`src/rtl/matrix_stream_if.sv`:
```
`default_nettype none
// ============================================================================
// Module   : matrix_stream_if
// Purpose  : Serial valid/ready front end for a 2x2 combinational multiplier.
// Revision : 1.0 - initial release
// ============================================================================
module matrix_stream_if #(
  parameter int ELEM_W = 8,
  parameter int SETTLE = 1
) (
  input  logic                clk,
  input  logic                rst,
  input  logic [ELEM_W-1:0]   in_data,
  input  logic                in_valid,
  output logic                in_ready,
  output logic [ELEM_W-1:0]   out_data,
  output logic                out_valid,
  input  logic                out_ready,
  output logic [4*ELEM_W-1:0] mat_a,
  output logic [4*ELEM_W-1:0] mat_b,
  input  logic [4*ELEM_W-1:0] mat_res,
  output logic                busy
);

  localparam int c_MAT_W = 4 * ELEM_W;
  localparam int c_SET_W = (SETTLE > 1) ? $clog2(SETTLE) : 1;
  localparam logic [c_SET_W-1:0] c_SET_LAST = c_SET_W'(SETTLE - 1);

  typedef enum logic [1:0] {
    S_LOAD = 2'd0,
    S_CALC = 2'd1,
    S_SEND = 2'd2
  } state_t;

  state_t               r_state;
  state_t               w_state_nxt;
  logic [2:0]           r_in_cnt;
  logic [1:0]           r_out_cnt;
  logic [c_SET_W-1:0]   r_settle;
  logic [7*ELEM_W-1:0]  r_shadow;
  logic [c_MAT_W-1:0]   r_mat_a;
  logic [c_MAT_W-1:0]   r_mat_b;
  logic [c_MAT_W-1:0]   r_out_sr;
  logic                 w_in_fire;
  logic                 w_out_fire;
  logic                 w_capture;

  always_ff @(posedge clk or posedge rst) begin
    if (rst) begin
      r_state <= S_LOAD;
    end else begin
      r_state <= w_state_nxt;
    end
  end

  always_comb begin
    w_state_nxt = r_state;
    in_ready    = 1'b0;
    out_valid   = 1'b0;
    busy        = 1'b1;
    w_capture   = 1'b0;
    case (r_state)
      S_LOAD: begin
        in_ready = 1'b1;
        busy     = 1'b0;
        if (in_valid && (r_in_cnt == 3'd7)) begin
          w_state_nxt = S_CALC;
        end
      end
      S_CALC: begin
        if (r_settle == c_SET_LAST) begin
          w_capture   = 1'b1;
          w_state_nxt = S_SEND;
        end
      end
      S_SEND: begin
        out_valid = 1'b1;
        if (out_ready && (r_out_cnt == 2'd3)) begin
          w_state_nxt = S_LOAD;
        end
      end
      default: begin
        w_state_nxt = S_LOAD;
      end
    endcase
  end

  assign w_in_fire  = in_valid && in_ready;
  assign w_out_fire = out_valid && out_ready;

  // Operands are published only on the 8th element so the multiplier sees
  // exactly one operand change per frame.
  always_ff @(posedge clk or posedge rst) begin
    if (rst) begin
      r_in_cnt <= 3'd0;
      r_shadow <= '0;
      r_mat_a  <= '0;
      r_mat_b  <= '0;
    end else if (w_in_fire) begin
      r_in_cnt <= r_in_cnt + 3'd1;
      r_shadow <= {r_shadow[6*ELEM_W-1:0], in_data};
      if (r_in_cnt == 3'd7) begin
        {r_mat_a, r_mat_b} <= {r_shadow, in_data};
      end
    end
  end

  always_ff @(posedge clk or posedge rst) begin
    if (rst) begin
      r_settle <= '0;
    end else if (r_state == S_CALC) begin
      if (w_capture) begin
        r_settle <= '0;
      end else begin
        r_settle <= r_settle + 1'b1;
      end
    end
  end

  // Zeros shift in behind the results, so out_data reads 0 outside SEND.
  always_ff @(posedge clk or posedge rst) begin
    if (rst) begin
      r_out_sr  <= '0;
      r_out_cnt <= 2'd0;
    end else if (w_capture) begin
      r_out_sr  <= mat_res;
      r_out_cnt <= 2'd0;
    end else if (w_out_fire) begin
      r_out_sr  <= {r_out_sr[c_MAT_W-ELEM_W-1:0], {ELEM_W{1'b0}}};
      r_out_cnt <= r_out_cnt + 2'd1;
    end
  end

  assign out_data = r_out_sr[c_MAT_W-1 -: ELEM_W];
  assign mat_a    = r_mat_a;
  assign mat_b    = r_mat_b;

endmodule
`default_nettype wire

```
`config.mk`:
```
export PLATFORM = sky130hd
export DESIGN_NAME = matrix_stream_if
export DESIGN_NICKNAME = d
export VERILOG_FILES = /design/src/rtl/matrix_stream_if.sv
export SDC_FILE = /design/constraint.sdc
export NUM_CORES = 1
export LEC_CHECK = 0
export BUFFER_PORTS_ARGS = -buffer_cell sky130_fd_sc_hd__buf_2
export CAP_MARGIN = 30
export CORE_AREA = 2 2 135 124
export DETAILED_ROUTE_END_ITERATION = 6
export DIE_AREA = 0 0 137 126
export PLACE_DENSITY_LB_ADDON = 0.08
export SLEW_MARGIN = 15
export SYNTH_ARGS = -nofsm -noshare
export SYNTH_HDL_FRONTEND = slang
export SYNTH_SLANG_ARGS = --single-unit
```
`constraint.sdc`:
```
create_clock -name clk -period 7.1 [get_ports clk]
set_input_delay 1.775 -clock clk [delete_from_list [all_inputs] [get_ports clk]]
set_output_delay 1.775 -clock clk [all_outputs]
set_load 0.01 [all_outputs]
```
# After elaboration in Yosys (flattened, before gate mapping)
# Cells that the tools add are included.
[word_totals]
regBits = 160
in_bits = 44
out_inout_bits = 75
word_cells = 40
[classes]
addsub = 3
n_eq_ne = 7
muxes = 14
n_reduce_logical = 8
[ops]
columns = ["operator", "count"]
rows = [
  ["two-way mux 32 bit", 2],
  ["two-way mux 2 bit", 5],
  ["two-way mux 1 bit", 6],
  ["inequality test 2 bit, second input constant", 3],
  ["one-hot mux 2 bit (3 select lines)", 1],
  ["equality test 2 bit, second input constant", 2],
  ["logical AND 1 bit", 4],
  ["adder 3 x 1 -> 3 bit, second input constant", 1],
  ["equality test 3 bit, second input constant", 1],
  ["AND reduction 3 bit", 1],
  ["adder 2 x 1 -> 2 bit, second input constant", 1],
  ["equality test 2 x 1 -> 1 bit, second input constant", 1],
  ["zero test 2 bit", 1],
  ["AND reduction 2 bit", 1],
  ["nonzero test 2 bit", 1],
  ["adder 1 bit, second input constant", 1],
]

# Logic depth before layout (Yosys ltp)
# Gate-level depths: netlist (run 1).
[depth]
word_depth = 5
ltp_mapped = 6
depth_no_buf = 4

# Worst setup path before layout (run 1)
# No wires, ideal clock.
[synth_path]
kind = "input-to-reg"
start = "input port in_valid"
end = "register r_mat_a[0], in the netlist mat_a[0]"
setup_time_ps = 127
arrival_time_ps = 2808
required_ps = 6973
slack_ps = 4164
path_stages = 5
n_path_buf = 2
path_cell_list = "nor3b_2 > and2_1 > buf_4 > buf_6 > mux2_1"
[synth_via]
elab_chain_cells = 2
[synth_lines]
columns = ["item", "line", "source"]
rows = [
  ["start, declared", "14", "input logic in_valid,"],
  ["logical AND 1 bit", "88", "assign w_in_fire = in_valid && in_ready;"],
  ["AND reduction 2 bit (no source line)", "n/a", ""],
  ["end signal, assigned", "103", "{r_mat_a, r_mat_b} <= {r_shadow, in_data};"],
  ["end, declared", "41", "logic [c_MAT_W-1:0] r_mat_a;"],
]
# No other way between the ends.
# A chain may end at the register's enable or synchronous reset.

# Final worst setup path (run 1)
[layout_path]
start = "input port in_valid"
end = "register r_mat_a[22], in the netlist mat_a[22]"
# Same word-level chain as after synthesis.

==> results.txt, run 1 <==
* Status: completed
* Post-detailed-routing wire length: 12000 um
- In this run the static leakage power is about 0.0037 uW.
- Across the VDD grid, the largest voltage drop is about 0.20 mV.
* Clk network pwr share: 0.264
* Cell types with the highest counts after synthesis: 160 x sky130_fd_sc_hd__dfrtp_1, 73 x sky130_fd_sc_hd__mux2_2, 49 x sky130_fd_sc_hd__mux2_1, 27 x sky130_fd_sc_hd__nand2_1, 24 x sky130_fd_sc_hd__a21oi_1
- For this run the aggregate overflow at the end of global routing stands at 0.
- #FFs+latches synth: between 150 and 200
* Count of pins on the block boundary: ~120
* Clock Skew: between 0.008 and 0.009 ns
- Clock slew at the register clock pins of the worst setup and hold paths: ~0.06 ns
* Max capacitance violation total: 0
- Via count: ~3700
- Root Buffer: sky130_fd_sc_hd__clkbuf_16
* Wire length of the first global-routing pass: about 20000 um
- Setup TNS Final: 0 ns
* Initial detailed-routing violation count: 187
- STA classifies the critical path startpoint as a primary input.
- Per-cell routed wire length: 15.7 um
- Synth Cell Area: around 0.0062 sq mm
* Power Dens Cells: around 460 mW/mm^2
* Number of distinct library cell variants in the gate-level netlist after synthesis: 27
* Antenna Diode Count: 0
- STA classifies the critical path endpoint as a flip-flop.
- Total clock buffers created by CTS: 17
- For this run, the total global-route usage over all layers was measured as 0.146.
* # hold bufs at CTS: 0
* Slew at the pin closest to its max-slew limit: between 0.9 and 1 ns
- The worst register-to-register path begins at r_state[0].
* Sequence of cells on the critical path: buf_2 > nor3b_4 > buf_4 > and2_4 > mux2_2
* Most crowded layer after global routing: met1
- Most used DFF post-synth: sky130_fd_sc_hd__dfrtp_1
- In the post-synthesis netlist, the cell with the most instances is sky130_fd_sc_hd__dfrtp_1.
- Post-CTS resize count: 0
* Switching power of the nets: 1050 uW
- Relative to the synthesized area, the layout overhead comes to 21.4%.
- In this run the post-CTS setup repair buffer count came out at 0.
- In the global route stage, met1 resource usage came out at 0.216.
- The via count of the first global-routing pass came to ~3700.
* Part of the Yosys area used for sequential elements: 0.641
* Die Footprint: 0.0173 sq mm
- Of the total power, registers draw 0.462.
- Clock latency on the worst-skew pair: 0.41 ns
- Fraction of final layout cells sized beyond drive strength 1: 0.422
- Switching fraction of total power: 0.301
- TritonCTS built the clock tree.
* Vertical extent of the die: roughly 130 um
* Delay-heaviest family, CP: simple AND/OR/NAND/NOR gates
* Portion of the clock cycle consumed by the worst path in the final layout: 0.520
- Async set-or-reset flop fraction in the synthesized netlist: 1.00
- Initial antenna violation count: 0
- Area of the core: approximately 0.016 sq mm
- The worst hold path begins at mat_a[3].
- Number of search-and-repair iterations in the first detailed-routing pass: 4
- Setup violations remaining at the end of the flow were counted as 0.
* Maximum number of buffers from clock root to sink: 2
* Number of nets with antenna violations after routing: 0
- Count of input and output buffers: roughly 120
- Remaining DRCs: 0
* Final layout net count: 588
* Peak fanout along the critical path: 65
- For this run, global-route usage on met2 was measured as 0.203.
* Post-synthesis cell type with the largest combined area: sky130_fd_sc_hd__dfrtp_1
- For this run, global-route usage on met3 was measured as 0.0463.
- Detailed Place HPWL: ~7600 um
- For the worst setup path, the data arrival time is roughly 4 ns.
* Synth top area cells: sky130_fd_sc_hd__dfrtp_1 64%, sky130_fd_sc_hd__mux2_2 13%, sky130_fd_sc_hd__mux2_1 8.8%, sky130_fd_sc_hd__a21oi_1 1.9%, sky130_fd_sc_hd__nand2_1 1.6%
- The clock tree synthesis step divided the H-tree into 4 levels.
- Total number of yosys warnings: 0
- Number of rows created at floorplan: 44
- Dividing the synthesized area by the synthesized cell count gives ~14 sq um.
* Number of vias per cell: 4.86
* Max stage delay cell, worst path: sky130_fd_sc_hd__and2_4
* Delay contributed by the slowest stage of the critical path: 0.86 ns
- The clock drives between 150 and 200 sinks.
- Number of buffers and inverters on the critical path: 2
- Of the total power, combinational logic draws 0.274.
* Critical setup path kind: in2reg
* Area share of the largest cell type after synthesis: 0.641
- Measured against its own limit, the worst slew margin works out to 0.399.
- Int Pwr: about 2400 uW
* Final worst path period need: 3.70 ns
- Entering global routing, the biggest net connects 102 pins.
- Number of cells produced by synthesis: between 400 and 500
- Required time of the critical path: around 7.4 ns
- Placer congestion estimate: 0.770
* Final worst hold slack: 0.478 ns
* First element of the critical path: in_valid
* Initial Util: 0.394
- Setup repair after global routing left no endpoint under its margin.
* Highest attainable clock frequency: between 200 and 300 MHz
* Net count after synthesis: roughly 480
- Hold WC Path Type: reg2reg
- In this run the horizontal extent of the chip is between 100 and 150 um.
- Final hold violation count: 0
- The max-slew violation total from the final report is 0.
- Number of flops mapped to enable cells by yosys: 0
-- per-stage QoR --
step / instances / setup slack (ns) / utilization / power, uW / area, sq um
2_1_floorplan: 431 / 1.01 / - / 2250 / 6250
3_5_place_dp: 726 / 2.93 / 0.437 / 2610 / 6920
5_1_grt: 761 / 3.27 / 0.478 / 3750 / 7580
6_report: 761 / 3.40 / 0.478 / 3500 / 7580
3_3_place_gp: 726 / 2.98 / 0.437 / 2570 / 6920
4_1_cts: 758 / 3.38 / 0.475 / 3560 / 7530
-- power by group through the flow --
stage	combinational, uW	clock [uW]	sequential, uW
floorplan	627	0	1620
global placement	951	0	1620
detailed placement	975	0	1640
CTS	977	954	1630
global route	1070	999	1690
finish	961	927	1620
-- area by class of cell --
type | instances | area [sq um]
inverter | 3 | 16.3
fill | 1473 | 8270
clock inverter | 9 | 131
timing repair buffer | 124 | 663
multi-input combinational | 235 | 2030
sequential | 160 | 4000
clock buffer | 23 | 478
tap | 207 | 259
-- placed cells by master (no fill, tap or decap), drive strengths merged, types with 2 or more instances in the layout --
cell type	n
dfrtp	160
buf	124
mux2	122
nand2	27
a21oi	24
clkbuf	23
nand3	13
nor2	13
a22oi	12
a22o	9
ha	3
bufinv	3
clkinvlp	3
inv	3
clkinv	3
nor3b	2
-- layer usage --
metal	share of wire	wire length, um
met1	0.49	5860
met2	0.45	5340
met3	0.053	628
met4	0.011	131
met5	0	0
-- path summary, 6_finish.rpt --
check	cells after the start	to	slack, ns
worst min-delay path	1	mat_a[3]	0.48
max in group asynchronous	4	mat_a[20]	4.40
worst max-delay path	5	mat_a[22]	3.40
worst max register to register	4	mat_a[22]	4.29
min in group asynchronous	2	mat_b[1]	1.28
worst min register to register	1	mat_a[3]	0.48
-- flip-flops by register name (all words and copies together) (netlist names) --
name / count
r_settle: 1
r_shadow: 56
mat_b: 32
r_state: 2
r_out_cnt: 2
r_out_sr: 32
mat_a: 32
r_in_cnt: 3
-- kinds of logic (layout without fill, tap and decap cells) --
logic type / Yosys count / count (layout) / synth area share
AND/OR/NAND/NOR: 61 / 61 / 0.0459
AO/OA/AOI/OAI: 48 / 48 / 0.0497
multiplexers: 122 / 122 / 0.220
XOR/XNOR: 1 / 1 / 0.00140
adder cells (fa/ha/maj): 3 / 3 / 0.00601
buffers and inverters: 36 / 159 / 0.0361
flip-flops: 160 / 160 / 0.641
No activity file was read; power rests on OpenSTA's default activity.
==> run 2, diff against run 1 <==
ABC_AREA = 1   (was default)
CORE_AREA = 2 2 140 128   (was 2 2 135 124)
DIE_AREA = 0 0 142 130   (was 0 0 137 126)
clock period = 3.4 ns   (was 7.1 ns; I/O delays follow)
==> run 2 against run 1 <==
Net effect: critical path depth shrank 1; clock power increased by 120%; utilization shrank 2.2 points; via count up 27%; worst hold slack got worse by 0.0013 ns; count of clock-buffer cells in the layout is the same; final cell count increased by 30%; non-clock buffer count fell by 1; highest routed layer unchanged.
==> results.txt, run 2 <==
- Initial detailed-routing violation count: 275 (+47%)
* Count leader, synth: sky130_fd_sc_hd__nand2_1
- The synthesized net count came to 717 (+50%).
- Setup violation total in the final timing report: 0 (unchanged)
- The number of synthesized flops with an enable pin is 0 (unchanged).
* Number of pins exceeding their max-slew limit in the final report: 0 (unchanged)
- The count of hold-fix buffers inserted at cts is 0 (unchanged).
* Clock Sink Count: 160 (unchanged)
* Setup TNS Final: 0 ns (unchanged)
* Final hold violation count: 0 (unchanged)
* Per-cell routed wire length: 13.8 um (-12%)
- The placeable core area is 0.0172 sq mm (+8.5%).
- Post-route cell area: 0.00786 sq mm (+3.6%)
* Count of input and output buffers: 118 (unchanged)
- Among all flip-flop cells after synthesis, the most frequent one is sky130_fd_sc_hd__dfrtp_1.
* Commonest non-fill, non-tap cell in the layout: sky130_fd_sc_hd__nand2_1
* Clock slew at the register clock pins of the worst setup and hold paths: 0.06 ns (about the same)
- Final layout net count: 808 (+37%)
- Antenna Diode Count: 0 (unchanged)
- The total power after layout is 7090 uW (+100%).
- Post-detailed-routing wire length: 13700 um (+15%)
- The run finished with clean final reports.
- Delay-heaviest family, CP: flip-flops
- Root Buffer: sky130_fd_sc_hd__clkbuf_16
* Async set-or-reset flop fraction in the synthesized netlist: 1.00 (unchanged)
- Highest attainable clock frequency: approximately 370 MHz
- Post-CTS resize count: 0 (unchanged)
- Total overflow reported by the global router: 0 (unchanged)
- The instance area at placement is 0.00722 sq mm (+4.2%).
- Placer congestion estimate: 0.749 (-2.8%)
* Slew at the pin closest to its max-slew limit: 0.939 ns (+0.0382 ns)
- The count of state elements after synthesis is 160 (unchanged).
* Number of vias per cell: 4.73 (-2.6%)
- The largest net degree at the start of global routing is 161 (+58%).
- Die width: 142 um (+3.6%)
* Required time of the critical path: 2.55 ns (-4.84 ns)
- The clock buffer count from CTS was 17 (unchanged).
- The wire length of the first global-routing pass was 22900 um (+17%).
- Initial antenna violation count: 0 (unchanged)
- Endpoint of the worst register-to-register path: r_out_sr[10]
- Deepest level of the CTS H-tree: 4 (unchanged)
- Critical setup path kind: reg2out
* Hold WC Path Type: reg2reg
- Commonest cells after routing, fill and taps aside: 173 x sky130_fd_sc_hd__nand2_1, 160 x sky130_fd_sc_hd__dfrtp_1, 118 x sky130_fd_sc_hd__buf_2, 72 x sky130_fd_sc_hd__nand3_1, 66 x sky130_fd_sc_hd__inv_1
- For hold timing, the worst endpoint is mat_a[9].
- The via count of the first global-routing pass is 4622 (+25%).
- Number of search-and-repair iterations in the first detailed-routing pass: 6 (+2)
- The clock period could shrink to 2.70 ns.
* Clock Skew: 0.0100 ns (+0.00180 ns)
- Cell types with the highest counts after synthesis: 173 x sky130_fd_sc_hd__nand2_1, 160 x sky130_fd_sc_hd__dfrtp_1, 72 x sky130_fd_sc_hd__nand3_1, 67 x sky130_fd_sc_hd__inv_1, 50 x sky130_fd_sc_hd__o21ai_2
- More flip-flops sit in one register than any other, and that register is r_shadow.
- The post-DP HPWL was 8510 um (+12%).
- The critical path goes through inv_2 > nor2_2 > buf_4 > buf_2.
* Fill cell instance count of the final layout: 1710 (+16%)
- Critical Path Start Type: flip-flop
- Depth of the worst register-to-register path: 3 (-1)
* Mean area per synthesized cell: 9.97 sq um (-31%)
- Synthesis-to-finish area growth: 17.6%
* Number of nets with antenna violations after routing: 0 (unchanged)
* Worst ir drop on vdd: 0.363 mV (+84%)
- Count of pins on the block boundary: 119 (unchanged)
* Portion of the clock cycle consumed by the worst path in the final layout: 0.794
- The relative max-transition margin came to 0.374 (-0.0255).
- The arrival time reported for the critical path endpoint was 1.85 ns (-2.14 ns).
* Critical R2R Launch: r_state[1]
- The flip-flop count of the largest register, all copies and words added is 56 (unchanged).
- Number of rows created at floorplan: 46 (+4.5%)
* Total number of yosys warnings: 0 (unchanged)
* Max stage delay cell, worst path: sky130_fd_sc_hd__dfrtp_1
- Part of the Yosys area used for sequential elements: 0.599 (-0.0418)
* Vertical extent of the die: 130 um (+3.2%)
- Beginning of the worst hold path: mat_a[9]
- The worst setup path is captured at an output port.
- The stage delay of the slowest cell on the critical path was 0.77 ns (-0.09 ns).
- Summed over all instances, the cell type with the most area after synthesis is sky130_fd_sc_hd__dfrtp_1.
* Clock latency on the worst-skew pair: 0.42 ns (about the same)
* Number of cells produced by synthesis: 670 (+55%)
- Remaining DRCs: 0 (unchanged)
- Number of buffers and inverters on the critical path: 3 (+1)
- The die area came to 0.0185 sq mm (+6.9%).
- Setup repair after global routing left no endpoint under its margin.
* Fraction of final layout cells sized beyond drive strength 1: 0.275 (-0.147)
* Leakage power: 0.00401 uW (+9.8%)
- By area the synthesized netlist is led by sky130_fd_sc_hd__dfrtp_1 60%, sky130_fd_sc_hd__nand2_1 9.7%, sky130_fd_sc_hd__o21ai_2 6.6%, sky130_fd_sc_hd__nand3_1 5.4%, sky130_fd_sc_hd__inv_1 3.8%.
- Worst hold stages: 2 (+1)
- Maximum number of buffers from clock root to sink: 2 (unchanged)
* Initial Util: 0.388 (-0.00569)
- The number of violations of the max-capacitance limit is 0 (unchanged).
* Synth Cell Area: 0.00668 sq mm (+7.0%)
- Total setup buffers inserted after CTS: 0 (unchanged)
- The peak fanout along the critical path is 15 (-77%).
- The count of unique library cells instantiated by Yosys is 22 (-19%).
- Power Dens Cells: 902 mW/mm^2 (+95%)
* Tot GR Track Use: 0.156 (+0.00989)
- Slack of the worst reg-to-reg path: 1.32 ns (-2.97 ns)
- Clock tree from TritonCTS: done
* Area share of the largest cell type after synthesis: 0.599 (-0.0418)
- Via count: 4685 (+27%)
==> run 2: changes by cell type in the layout (fill, tap and decap cells not counted), sizes merged, moves of 2 or more <==
cell | previous run | this run
o21ai | 1 | 121
a22oi | 12 | 0
nor3b | 2 | 0
a22o | 9 | 0
a21oi | 24 | 1
inv | 3 | 69
nand2 | 27 | 174
clkinvlp | 3 | 1
nand3 | 13 | 75
nor2 | 13 | 3
nand4 | 0 | 12
mux2 | 122 | 0
==> run 2: worst max path at each step <==
stage | start | endpoint | slack, ns | depth (start not counted)
after floorplan | rst | mat_a[0] | 0.52 | 1
after detailed placement | out_ready | r_out_sr[29] | 0.92 | 4
after global placement | out_ready | r_out_sr[29] | 0.96 | 4
after CTS | r_state[1] | out_valid | 0.69 | 4
after global routing | r_state[1] | out_valid | 0.59 | 4
final | r_state[1] | out_valid | 0.70 | 4
==> run 2: cells by family after synthesis <==
logic type | Yosys count | share of synthesized area
DFF | 160 | 0.599
adders and majority gates | 3 | 0.00562
and+or+nand+nor | 264 | 0.175
buffers and inverters | 120 | 0.0991
AOI/OAI and AO/OA | 122 | 0.119
xor gates and xnor gates | 1 | 0.00131
==> run 2: stage by stage <==
step	hold WS (ns)	cells	worst slack, ns	utilization
after global routing	0.494	990	0.591	0.457
after detailed placement	0.464	958	0.917	0.419
after global placement	0.460	958	0.957	0.419
after CTS	0.479	990	0.692	0.457
final	0.477	990	0.701	0.457
after floorplan	0.452	670	0.521	-
==> run 2: layout make-up <==
type	instances	area, sq um	area share
tap	216	270	0.0344
clock buffer	23	488	0.0621
clock inverter	9	153	0.0194
multi-input combinational	390	2020	0.256
timing repair buffer	123	666	0.0847
sequential	160	4000	0.509
inverter	69	263	0.0334
==> run 2: routing by layer <==
metal  track usage  up-vias  part of all wire
li1              -     2355                 -
met1         0.223     2230              0.50
met2         0.231       88              0.46
met3        0.0396       12             0.037
met4        0.0588        0             0.011
met5             0        -                 0
==> run 2: report_power, final <==
part / total [uW] / switching (uW) / leakage, uW / internal [uW]
combinational: 1970 / 1210 / 0.00158 / 760
clock: 2050 / 741 / 0.000318 / 1310
sequential: 3070 / 428 / 0.00211 / 2640
==> run 2: worst reg2reg max path, delay by kind of cell, from the launching register on <==
kind | cells | cell delay (ns)
flip-flops | 1 | 0.77
AND/OR/NAND/NOR | 3 | 1.19
==> run 3, diff against run 2 <==
clock period = 2.6 ns   (was 3.4 ns; I/O delays follow)
==> run 3 against run 2 <==
Net effect: cell area decreased by 0.78%; final cell count increased by 0.30%; critical endpoint unchanged; non-clock buffer count increased by 3; largest cell class unchanged; utilization decreased by 0.36 points; total power increased by 27%; register-to-register slack got worse by 0.61 ns; highest routed layer unchanged; combinational power increased by 31%.
==> results.txt, run 3 (synthesis results as in run 2) <==
- Post-layout instance count excluding filler cells: 993 (+0.30%)
- The antenna diode count came to 0 (unchanged).
- Number of nets with antenna violations after routing: 0 (unchanged)
- Setup repair after global routing left no endpoint under its margin.
* Max stage delay cell, worst path: sky130_fd_sc_hd__dfrtp_1
- Wire length of the first global-routing pass: 23100 um (+1.3%)
- The count of hold-fix buffers inserted at cts was 0 (unchanged).
- The clock buffer count from CTS is 17 (unchanged).
* Required time of the critical path: 1.95 ns (-0.60 ns)
* Initial antenna violation count: 0 (unchanged)
- Number of search-and-repair iterations in the first detailed-routing pass: 4 (-2)
- The peak fanout along the critical path is 15 (unchanged).
- Count of input and output buffers: 118 (unchanged)
- The worst setup slack for register-to-register paths came to 0.71 ns (-0.61 ns).
- The count of cells resized by post-cts repair came to 0 (unchanged).
- Clock Skew: 0.00713 ns (-0.00292 ns)
- The post-route cell area is 0.00780 sq mm (-0.78%).
- Root Buffer: sky130_fd_sc_hd__clkbuf_16
* Delay-heaviest family, CP: flip-flops
* Number of rows created at floorplan: 46 (unchanged)
- The clock period could shrink to approximately 2.3 ns.
* Clock Sink Count: 160 (unchanged)
- In this run the most used layer during global routing was met1.
* Minimum setup slack in the final design: 0.304 ns (-0.397 ns)
* Die width: 142 um (unchanged)
* Max capacitance violation total: 0 (unchanged)
- The placeable core area was 0.0172 sq mm (unchanged).
* Per-cell routed wire length: 13.8 um (+0.13%)
- The largest net degree at the start of global routing was 129 (-20%).
- Number of buffers and inverters on the critical path: 2 (-1)
- Global routing met2 resource utilization: 0.230 (-0.00114)
* Commonest cells after routing, fill and taps aside: 173 x sky130_fd_sc_hd__nand2_1, 160 x sky130_fd_sc_hd__dfrtp_1, 118 x sky130_fd_sc_hd__buf_2, 72 x sky130_fd_sc_hd__nand3_1, 66 x sky130_fd_sc_hd__inv_1
* Flip-flop count of the largest register after layout: 56 (unchanged)
- Initial Util: 0.388 (unchanged)
- Final layout net count: 811 (+0.37%)
* Final hold violation count: 0 (unchanged)
- Critical path arrival: 1.65 ns (-0.20 ns)
- Placed Area: 0.00724 sq mm (+0.31%)
- The worst setup path is launched from a flip-flop.
- Global-route track usage on met3: 0.0378 (-0.00183)
* Synthesis-to-finish area growth: 16.7%
- The number of setup buffers added after CTS is 0 (unchanged).
* Vias in the first global route: 4524 (-2.1%)
- Count of pins on the block boundary: 119 (unchanged)
* Commonest non-fill, non-tap cell in the layout: sky130_fd_sc_hd__nand2_1
* Die Footprint: 0.0185 sq mm (unchanged)
* Leakage power: 0.00397 uW (-0.92%)
- Headroom to the max-slew limit: 0.489 (+0.115)
- Power Dens Cells: 1150 mW/mm^2 (+28%)
- Sequence of cells on the critical path: inv_2 > nor2_2 > buf_2
- The number of buffers between clock root and the deepest sink is 2 (unchanged).
* Total overflow reported by the global router: 0 (unchanged)
- Status: completed
- The fraction of layout cells with a size suffix above 1 is 0.275 (about the same).
- Clock tree from TritonCTS: done
* Dpl cells: 961 (+0.31%)
- Dividing the final minimum period by the clock period gives 0.883.
- The area occupied by multi-input gates is 0.00202 sq mm (unchanged).
- The all-layer global routing usage was 0.159 (+0.00320).
- The number of remaining DRC errors is 0 (unchanged).
* Setup violation total in the final timing report: 0 (unchanged)
- Deepest level of the CTS H-tree: 4 (unchanged)
* Initial detailed-routing violation count: 328 (+19%)
- The critical path is of the reg2out type.
- Fill cell instance count of the final layout: 1701 (-0.53%)
- Delay contributed by the slowest stage of the critical path: 0.75 ns (-0.02 ns)
* Slew at the pin closest to its max-slew limit: 0.767 ns (-0.172 ns)
- Highest attainable clock frequency: 436 MHz
- The final weighted congestion of routability-driven global placement was 0.751 (+0.31%).
* Clock slew at the register clock pins of the worst setup and hold paths: 0.06 ns (about the same)
- Setup TNS Final: 0 ns (unchanged)
- Final core area utilization: 0.453 (-0.00356)
- Number of vias per cell: 4.71 (-0.49%)
- The number of vias in the routed layout was 4676 (-0.19%).
* Met1 Track Usage GR: 0.233 (+0.0103)
- The post-DP HPWL came to 8810 um (+3.6%).
- Number of pins exceeding their max-slew limit in the final report: 0 (unchanged)
- Element type at the critical path end: output port
- Pre-CTS WS: 0.716 ns (-0.201 ns)
- Vertical extent of the die: 130 um (unchanged)
* Register cell area after layout: 0.00400 sq mm (unchanged)
- Worst ir drop on vdd: 0.501 mV (+38%)
* Hold WC Path Type: in2async
* Clock latency on the worst-skew pair: 0.42 ns (about the same)
- Largest reg by FF count: r_shadow
* Post-detailed-routing wire length: 13800 um (+0.44%)
run 3: cell count changes in the layout (fill, tap and decap cells not counted):
cell                         before  now
sky130_fd_sc_hd__inv_6            1    0
sky130_fd_sc_hd__clkinv_2         3    5
sky130_fd_sc_hd__clkbuf_8         4    0
sky130_fd_sc_hd__buf_4            2    5
sky130_fd_sc_hd__bufinv_16        4    2
sky130_fd_sc_hd__clkbuf_1         2    4
sky130_fd_sc_hd__clkinvlp_4       1    4
run 3: final timing paths:
kind	endpoint	depth (start not counted)	from
max	out_valid	3	r_state[1]
min	mat_a[5]	3	rst
max reg2reg	r_out_sr[26]	4	r_state[1]
min reg2reg	mat_a[22]	2	mat_a[22]
max in group asynchronous	r_state[1]	3	rst
min in group clk	r_out_sr[0]	3	mat_res[0]
run 3: cell type report:
class	instances	share of cell area
sequential	160	0.513
tap	216	0.0347
clock inverter	11	0.0149
multi-input combinational	390	0.259
inverter	69	0.0337
timing repair buffer	126	0.0883
clock buffer	21	0.0565
run 3: through the flow:
| stage | hold WS, ns | power [uW] |
|---|---|---|
| floorplan | 0.452 | 5880 |
| global placement | 0.459 | 6630 |
| detailed placement | 0.462 | 6710 |
| CTS | 0.408 | 9150 |
| global route | 0.421 | 9690 |
| finish | 0.385 | 8990 |
run 3: power breakdown:
part,internal (uW),total [uW],switching [uW]
Clock,1410,2380,975
Sequential,3460,4020,566
Combinational,1000,2580,1580
run 3: per-layer routing:
layer | routed length [um] | vias to the layer above
li1 | - | 2344
met1 | 6990 | 2219
met4 | 191 | 0
met3 | 542 | 14
met2 | 6030 | 99
met5 | 0 | -
run 3: worst min-delay path: cells and delay by family:
| kind | cells | cell delay [ns] |
|---|---|---|
| buf+inv | 3 | 0.59 |
